<file path="config.mk">
export PLATFORM = sky130hd
export DESIGN_NAME = rv32_mod_instruction_fetch
export DESIGN_NICKNAME = d
export VERILOG_FILES = /design/src/rtl/rv32_mod_instruction_fetch.sv
export SDC_FILE = /design/constraint.sdc
export NUM_CORES = 1
export LEC_CHECK = 0
export ABC_AREA = 1
export BUFFER_PORTS_ARGS = -buffer_cell sky130_fd_sc_hd__buf_2
export CAP_MARGIN = 20
export CORE_MARGIN = 3
export CORE_UTILIZATION = 45
export DETAILED_ROUTE_END_ITERATION = 12
export GPL_TIMING_DRIVEN = 0
export PLACE_DENSITY_LB_ADDON = 0.3
export SLEW_MARGIN = 20
export SYNTH_ARGS = -nofsm -noshare
export SYNTH_HDL_FRONTEND = slang
export SYNTH_SLANG_ARGS = --single-unit
</file>
<file path="constraint.sdc">
create_clock -name clk -period 2.95 [get_ports clk]
set_clock_uncertainty 0.2 [all_clocks]
set_input_delay 0.59 -clock clk [delete_from_list [all_inputs] [get_ports clk]]
set_output_delay 0.59 -clock clk [all_outputs]
set_load 0.05 [all_outputs]
</file>
<file path="src/rtl/rv32_mod_instruction_fetch.sv">
`timescale 1ns/1ps
// Fetch and parcel alignment: fetches aligned words, buffers 16-bit parcels, issues whole RV32C/RV32 instructions.
// Latency: imem_ack in cycle N -> instr_valid in cycle N+1; first request in the cycle after reset release.
// Backpressure: outputs hold while instr_valid && !instr_ready; new fetches issue only when <= 1 parcel remains.
module rv32_mod_instruction_fetch #(
   parameter logic [31:0] RESET_PC = 32'h0000_0000
) (
   input  logic        clk,
   input  logic        rst,
   output logic        imem_req,
   output logic [31:0] imem_addr,
   input  logic        imem_ack,
   input  logic [31:0] imem_rdata,
   input  logic        redirect,
   input  logic [31:0] redirect_pc,
   output logic        instr_valid,
   input  logic        instr_ready,
   output logic [31:0] instr,
   output logic [31:0] instr_pc,
   output logic        instr_compressed
);

   typedef enum logic [1:0] {
      S_IDLE = 2'd0,
      S_WAIT = 2'd1,
      S_DROP = 2'd2
   } fetch_state_t;

   localparam logic [31:0] RESET_WORD = {RESET_PC[31:2], 2'b00};

   fetch_state_t     state_q, state_d;

   // Parcel buffer, entry 0 is the oldest halfword and sits at pc_q.
   logic [2:0][15:0] hw_q, hw_s, hw_d;
   logic [1:0]       count_q, count_s, count_d;

   logic [31:0]      pc_q, pc_d;
   logic [31:0]      fetch_addr_q, fetch_addr_d;
   logic [31:0]      req_addr_q, req_addr_d;
   logic             skip_lo_q, skip_lo_d;

   logic             hw0_is_c;
   logic             have_instr;
   logic             consume;
   logic             take_two;
   logic             append;
   logic [15:0]      rdata_lo;
   logic [15:0]      rdata_hi;

   // Instruction boundary detection on the oldest parcel; anything with
   // low bits 11 is handled as a 32-bit instruction.
   assign hw0_is_c   = (hw_q[0][1:0] != 2'b11);
   assign have_instr = ((count_q >= 2'd1) && hw0_is_c) ||
                       ((count_q >= 2'd2) && !hw0_is_c);
   assign consume    = have_instr && instr_ready;
   assign take_two   = !hw0_is_c;

   // Only a live (non-stale, non-flushed) response is written into the buffer.
   assign append     = (state_q == S_WAIT) && imem_ack && !redirect;
   assign rdata_lo   = imem_rdata[15:0];
   assign rdata_hi   = imem_rdata[31:16];

   assign imem_req         = (state_q != S_IDLE);
   assign imem_addr        = req_addr_q;
   assign instr_valid      = have_instr;
   assign instr_pc         = pc_q;
   assign instr_compressed = have_instr && hw0_is_c;

   // Present the instruction at the head of the buffer, zero when none is whole.
   always_comb begin
      instr = 32'h0;
      if (have_instr) begin
         if (hw0_is_c) begin
            instr = {16'h0, hw_q[0]};
         end else begin
            instr = {hw_q[1], hw_q[0]};
         end
      end
   end

   // Shift out the parcels taken by the decoder this cycle.
   always_comb begin
      hw_s    = hw_q;
      count_s = count_q;
      if (consume) begin
         if (take_two) begin
            hw_s[0] = hw_q[2];
            hw_s[1] = 16'h0;
            hw_s[2] = 16'h0;
            count_s = count_q - 2'd2;
         end else begin
            hw_s[0] = hw_q[1];
            hw_s[1] = hw_q[2];
            hw_s[2] = 16'h0;
            count_s = count_q - 2'd1;
         end
      end
   end

   // Append fetched parcels behind what is left, then let a redirect flush everything.
   always_comb begin
      hw_d         = hw_s;
      count_d      = count_s;
      pc_d         = pc_q;
      fetch_addr_d = fetch_addr_q;
      skip_lo_d    = skip_lo_q;

      if (consume) begin
         pc_d = pc_q + (take_two ? 32'd4 : 32'd2);
      end

      if (append) begin
         fetch_addr_d = fetch_addr_q + 32'd4;
         skip_lo_d    = 1'b0;
         if (skip_lo_q) begin
            // Redirect landed on the upper halfword: only that half is useful.
            case (count_s)
               2'd0:    hw_d[0] = rdata_hi;
               2'd1:    hw_d[1] = rdata_hi;
               default: hw_d[2] = rdata_hi;
            endcase
            count_d = count_s + 2'd1;
         end else begin
            // Requests are only made with <= 1 parcel left, so two always fit.
            case (count_s)
               2'd0: begin
                  hw_d[0] = rdata_lo;
                  hw_d[1] = rdata_hi;
               end
               default: begin
                  hw_d[1] = rdata_lo;
                  hw_d[2] = rdata_hi;
               end
            endcase
            count_d = count_s + 2'd2;
         end
      end

      if (redirect) begin
         hw_d         = '0;
         count_d      = 2'd0;
         pc_d         = {redirect_pc[31:1], 1'b0};
         fetch_addr_d = {redirect_pc[31:2], 2'b00};
         skip_lo_d    = redirect_pc[1];
      end
   end

   // Fetch FSM next state; the request address is latched only when a new request starts.
   always_comb begin
      state_d    = state_q;
      req_addr_d = req_addr_q;

      case (state_q)
         S_IDLE: begin
            if (redirect || (count_s <= 2'd1)) begin
               state_d = S_WAIT;
            end
         end
         S_WAIT: begin
            if (redirect) begin
               // With the ack in hand the old request is closed and the new one
               // can start at once; otherwise the stale response must be absorbed.
               state_d = imem_ack ? S_WAIT : S_DROP;
            end else if (imem_ack) begin
               state_d = S_IDLE;
            end
         end
         S_DROP: begin
            if (imem_ack) begin
               state_d = S_WAIT;
            end
         end
         default: state_d = S_IDLE;
      endcase

      // A new request begins on entry to WAIT or on WAIT->WAIT through an ack;
      // in DROP the old address must stay on the bus until its ack.
      if ((state_d == S_WAIT) && ((state_q != S_WAIT) || imem_ack)) begin
         req_addr_d = fetch_addr_d;
      end
   end

   // State register with synchronous reset; an ack during reset is ignored.
   always_ff @(posedge clk) begin
      if (rst) begin
         state_q      <= S_IDLE;
         hw_q         <= '0;
         count_q      <= 2'd0;
         pc_q         <= RESET_PC;
         fetch_addr_q <= RESET_WORD;
         req_addr_q   <= RESET_WORD;
         skip_lo_q    <= RESET_PC[1];
      end else begin
         state_q      <= state_d;
         hw_q         <= hw_d;
         count_q      <= count_d;
         pc_q         <= pc_d;
         fetch_addr_q <= fetch_addr_d;
         req_addr_q   <= req_addr_d;
         skip_lo_q    <= skip_lo_d;
      end
   end

endmodule

</file>
Word level (Yosys, flattened, before mapping)
Cells that the tools add are included.
W data, S select, Z words.
{"block": "classes", "n_addsub": 6, "magnitude_cmp": 3, "eq_ne": 6, "mux": 29, "reduce_logical": 19}
{"cell": "$mux W32", "n": 7}
{"cell": "$mux W48", "n": 3}
{"cell": "$mux W16", "n": 6}
{"cell": "$add A32 B3 Y32", "n": 1}
{"cell": "$add A32 B3 Y32 const B", "n": 1}
{"cell": "$mux W2", "n": 9}
{"cell": "$logic_and A1 B1 Y1", "n": 7}
{"cell": "$eq A2 B1 Y1 const B", "n": 3}
{"cell": "$pmux W2 S3", "n": 1}
{"cell": "$reduce_bool A2 Y1", "n": 3}
{"cell": "$logic_not A2 Y1", "n": 2}
{"cell": "$reduce_or A2 Y1", "n": 2}
{"cell": "$logic_or A1 B1 Y1", "n": 3}
{"cell": "$mux W3", "n": 1}
{"cell": "$add A2 B1 Y2 const B", "n": 1}
{"cell": "$add A2 B2 Y2 const B", "n": 1}
{"cell": "$eq A2 B2 Y1 const B", "n": 1}
{"cell": "$ge A2 B1 Y1 const B", "n": 1}
{"cell": "$ge A2 B2 Y1 const B", "n": 1}
{"cell": "$le A2 B1 Y1 const B", "n": 1}
{"cell": "$logic_not A1 Y1", "n": 2}
{"cell": "$mux W1", "n": 2}
{"cell": "$ne A2 B1 Y1 const B", "n": 1}
{"cell": "$ne A2 B2 Y1 const B", "n": 1}
{"cell": "other kinds (2)", "n": 2}
{"block": "word_totals", "regBits": 149, "input_bits": 69, "output_inout_bits": 99, "elab_cells": 73}

Logic depth before layout (Yosys ltp)
{"block": "logic_depth", "depth_word": 12, "depth_mapped": 20, "depth_no_buf": 18}

Least setup slack after synthesis
Ideal clock, no wire load.
{"block": "synth_path", "path_type": "register to output", "from": "register count_q[1]", "to": "output instr[10]", "t_arrival_ns": 2.043, "t_required_ns": 2.160, "path_slack_ns": 0.117, "path_stages_with_launch": 9, "n_path_buf": 1, "path_cell_list": "dfxtp_1 -> inv_1 -> ha_1 -> inv_1 -> nand2_1 -> nand2_2 -> inv_1 -> clkbuf_1 -> nor2_1"}
{"block": "synth_via", "elab_chain_cells": 4, "elab_cells_between_ends": 6, "cone_classes": "2 x order compare; 1 x mux; 3 x reduce/logical"}
{"element": "start: declaration", "line": "35", "source": "logic [1:0] count_q, count_s, count_d;"}
{"element": "start signal: assignment", "line": "196", "source": "count_q <= count_d;"}
{"element": "$ge A2 B1 Y1 / $ge A2 B2 Y1 (equally long branches)", "line": "53, 54"}
{"element": "$logic_and A1 B1 Y1, on equally long branches", "line": "53, 54"}
{"element": "$logic_or A1 B1 Y1 *", "line": "53", "source": "assign have_instr = ((count_q >= 2'd1) && hw0_is_c) ||"}
{"element": "named net instr_valid", "line": "16", "source": "output logic instr_valid,"}
{"element": "$mux W32 *", "line": "72", "source": "if (have_instr) begin"}
{"element": "end: declaration", "line": "18", "source": "output logic [31:0] instr,"}
Mark *: on every way through the listed nets, which the timed path passes. The rest lies on a longest branch.

Worst setup path in the final report
{"block": "layout_path", "from": "register count_q[0]", "to": "output instr[4]"}
{"block": "layout_via", "elab_chain_cells": 4, "elab_cells_between_ends": 6, "cone_classes": "2 x order compare; 1 x mux; 3 x reduce/logical"}
{"element": "$ge A2 B1 Y1 / $ge A2 B2 Y1 (equally long branches)", "line": "53, 54"}
{"element": "$logic_and A1 B1 Y1, on equally long branches", "line": "53, 54"}
{"element": "$logic_or A1 B1 Y1 *", "line": "53"}
{"element": "$mux W32 *", "line": "72"}
Mark *: on every way between the ends. The rest lies on a longest branch, timed or not.

==> flow_summary.toml <==
[outcome]
status = "finished, final reports clean"

[power_and_ir_drop]
p_clk_share_pct = 39.0
swShare_pct = 33.68
p_per_area_nw_per_um2 = 495.1
power_frac_comb_pct = 21.0
netSwitchingPower_mw = 1.864
p_leak_nw = 5.221
ir_drop_mv = 0.3964
power_frac_seq_pct = 40.0
power.internal_mw = 3.670

[clock_network]
cts.reportedPaths.clkPinSlew_ns = 0.06
root_buffer = "clkbuf_16"
cts_htree_levels = 4
clock_latency_ns = 0.43
cts_sinks = 148
clock_path_buffers = 2
cts_tree = "built"
cts_buffers = 17

[critical_path]
critical_path.startpoint_type = "flop"
worst_ep_required_time_ns = 2.16
cp_data_arrival_time_ns = 2.07
crit_top_cell = "inv_1"
path_cells = "inv_1 -> ha_1 -> inv_1 -> nand2_1 -> nand2_4 -> nand2_2 -> inv_1 -> nor2_1 -> buf_2"
cp-startpoint = "count_q[0]"
rr_startpoint = "count_q[1]"
crit_fanout = 16
cpPeakStageDelay_ns = 0.38
path_class = "reg2out"
end_kind = "output port"
cp_slowest_cell = "dfxtp_2"

[timing]
setup_violations = 0
min_period_ns = 2.860
report.final.hold_viol_count = 0
fmaxAchievable_mhz = 349.6
setup_slack_ns = 0.08984
slew-limit-headroom_pct = 53.86
drv_slew = 0
period_share_pct = 96.95
whs_ns = 0.2332
rsz0062_at_grt = "yes"
tightest_slew_ns = 0.6921

[global_routing]
grt_pass1_vias = 9914
track_usage_pct = 28.87
antenna_found_initial = 0
grt_max_degree = 17
grt_use_met2_pct = 47.43
grt_pass1_wl_mm = 51.27
use_met1_pct = 37.74
met3_usage_pct = 5.117
grt.busiest_layer = "met2"
overflow = 0

[floorplanning]
core-area_sq_um = 20360
die_y_um = 150.3
rows = 52
die-area_sq_um = 22590
num_io_pins = 168
die_x_um = 150.3
start_util_pct = 46.02

[yosys]
yosysTopAreaCell = "dfxtp_1"
synth_area_leaders = "dfxtp_1 (32%), nand2_1 (17%), o21ai_0 (9.3%)"
ys_seq_elements = 148
synth_enable_flop_cells = 0
netlist_instances = 1553
yosysTopAreaCellShare_pct = 31.62
synthArstFlopShare_pct = 0
yosysWarnings = 0
syn-cell-area_sq_um = 9371
synth_cell_type_count = 46
synthFlopType = "dfxtp_1"
syn-num-nets = 1630
avgSynthCellArea_sq_um = 6.034
ys_seq_area_share_pct = 31.62

[flow_run]
max-cap-violations = 0

[route]
antenna_left = 0
first_pass_iters = 6
wl_mm = 33.03
drc = 0
wl_per_cell_um = 16.36
vias = 10650
drtIter0Drc = 938
vias_per_cell = 5.274

[finish]
diodes = 0
drive_above_1_share_pct = 15.32
syn_to_final_growth_pct = 19.28
nNetsFinal = 1814
fin_util_pct = 54.89
final_area_sq_um = 11180

[place]
routabilityCongestion = 0.9765
pre_cts_ws_ns = -0.3385
io_buffers = 164
place_area_sq_um = 10530
hpwl_mm = 26.30

[worst_hold_path]
hold_path.class = "in2reg"
hp-start = "imem_ack"
[routing by layer]
| layer | share of wire (%) | vias to the layer above |
|---|---|---|
| met5 | 0 | - |
| met4 | 3.2 | 0 |
| met3 | 8.8 | 70 |
| met2 | 45 | 517 |
| met1 | 43 | 4713 |
| li1 | - | 5348 |
[area by class of cell]
cell class	instances	area, sq um
Buffer	78	365.4
Clock buffer	18	429.2
Clock inverter	13	136.4
Fill cell	2092	9186
Inverter	213	804.5
Multi-Input combinational cell	1111	5290
Sequential cell	148	2964
Tap cell	270	337.8
Timing Repair Buffer	168	850.8
[stage by stage]
stage,power (mW),TNS (ns),cells
floorplan,3.032,0,1553
global placement,3.374,-10.50,1987
detailed placement,3.382,-12.72,1987
CTS,5.508,0,2015
global route,5.740,-1.090,2019
finish,5.534,0,2019
[power groups by stage]
stage	Sequential, mW	Clock (mW)	Combinational [mW]
finish	2.21	2.16	1.16
global route	2.23	2.25	1.27
CTS	2.21	2.16	1.14
detailed placement	2.25	0	1.13
global placement	2.25	0	1.12
floorplan	2.49	0	0.539
[state kept, by name, indices dropped and copies added, names as in the netlist]
signal,count
hw_q,48
fetch_addr_q,32
imem_addr,32
instr_pc,31
count_q,2
state_q,2
skip_lo_q,1
[repair_timing]
| item | in CTS | in global routing |
|---|---|---|
| setup endpoints to repair | 74 | 102 |
| buffers inserted | 0 | 4 |
| hold buffers | 0 | 0 |
| gates resized for setup | 14 | 17 |
| pin swaps | 0 | 2 |
| endpoints found under the hold margin | 0 | 0 |
[Yosys cell counts, types with 2 or more instances]
cell      instances
a21oi_1         147
a31oi_1          14
buf_1             4
buf_2            17
buf_4             4
buf_6             2
clkbuf_1         54
dfxtp_1         148
ha_1              7
inv_1           208
inv_2             3
nand2_1         419
nand2_2           7
nand2_4           3
nand3_1          46
nand3_2           2
nand3_4           2
nand3b_1          9
nand4_1          13
nor2_1          162
nor2_2            4
nor2_4            3
nor3_1           16
o211ai_1         20
o21ai_0         175
o21ai_1           5
o21bai_1          2
o22ai_1          15
or2_2             2
xnor2_1           5
xor2_1           20
[worst max-delay path: cells and delay by family, from the launching register on]
kind / cells / cell delay, ns
buffers and inverters: 4 / 0.70
flip-flops: 1 / 0.38
AND/OR/NAND/NOR: 4 / 0.34
adder cells (fa/ha/maj): 1 / 0.21
[cell families after synthesis]
logic type	synth area share, %
adder cells (fa/ha/maj)	1.148
AO/OA/AOI/OAI	21.92
AND/OR/NAND/NOR	30.56
other	0.04001
buffers and inverters	12.38
XOR/XNOR	2.336
flip-flops	31.62
[layout by cell type, fill, tap and decap left out, types with 3 or more instances in the layout]
cell type and count:
nand2_2 7, nand2_4 3, clkinv_4 3, inv_2 4, dfxtp_1 147, nand4_1 13
clkbuf_2 8, nor3_1 16, nand3b_1 9, o211ai_1 20, buf_2 181, nor2_4 5
clkbuf_1 41, buf_1 4, nor2_1 159, nor2_2 5, o22ai_1 15, xnor2_1 5
clkinvlp_4 4, a21oi_1 147, clkbuf_16 17, buf_4 9, nand3_1 46, o21ai_0 175
a31oi_1 14, nand2_1 419, inv_1 207, xor2_1 19, clkinv_2 4, ha_1 5
o21ai_1 5
[final timing paths]
| check | cells after the start | slack (ns) | to |
|---|---|---|---|
| max reg2reg | 15 | 0.14 | imem_addr[23] |
| min reg2reg | 2 | 0.24 | fetch_addr_q[0] |
| min | 2 | 0.23 | state_q[1] |
| max | 9 | 0.09 | instr[4] |
Power figures use the tool's default switching activity.
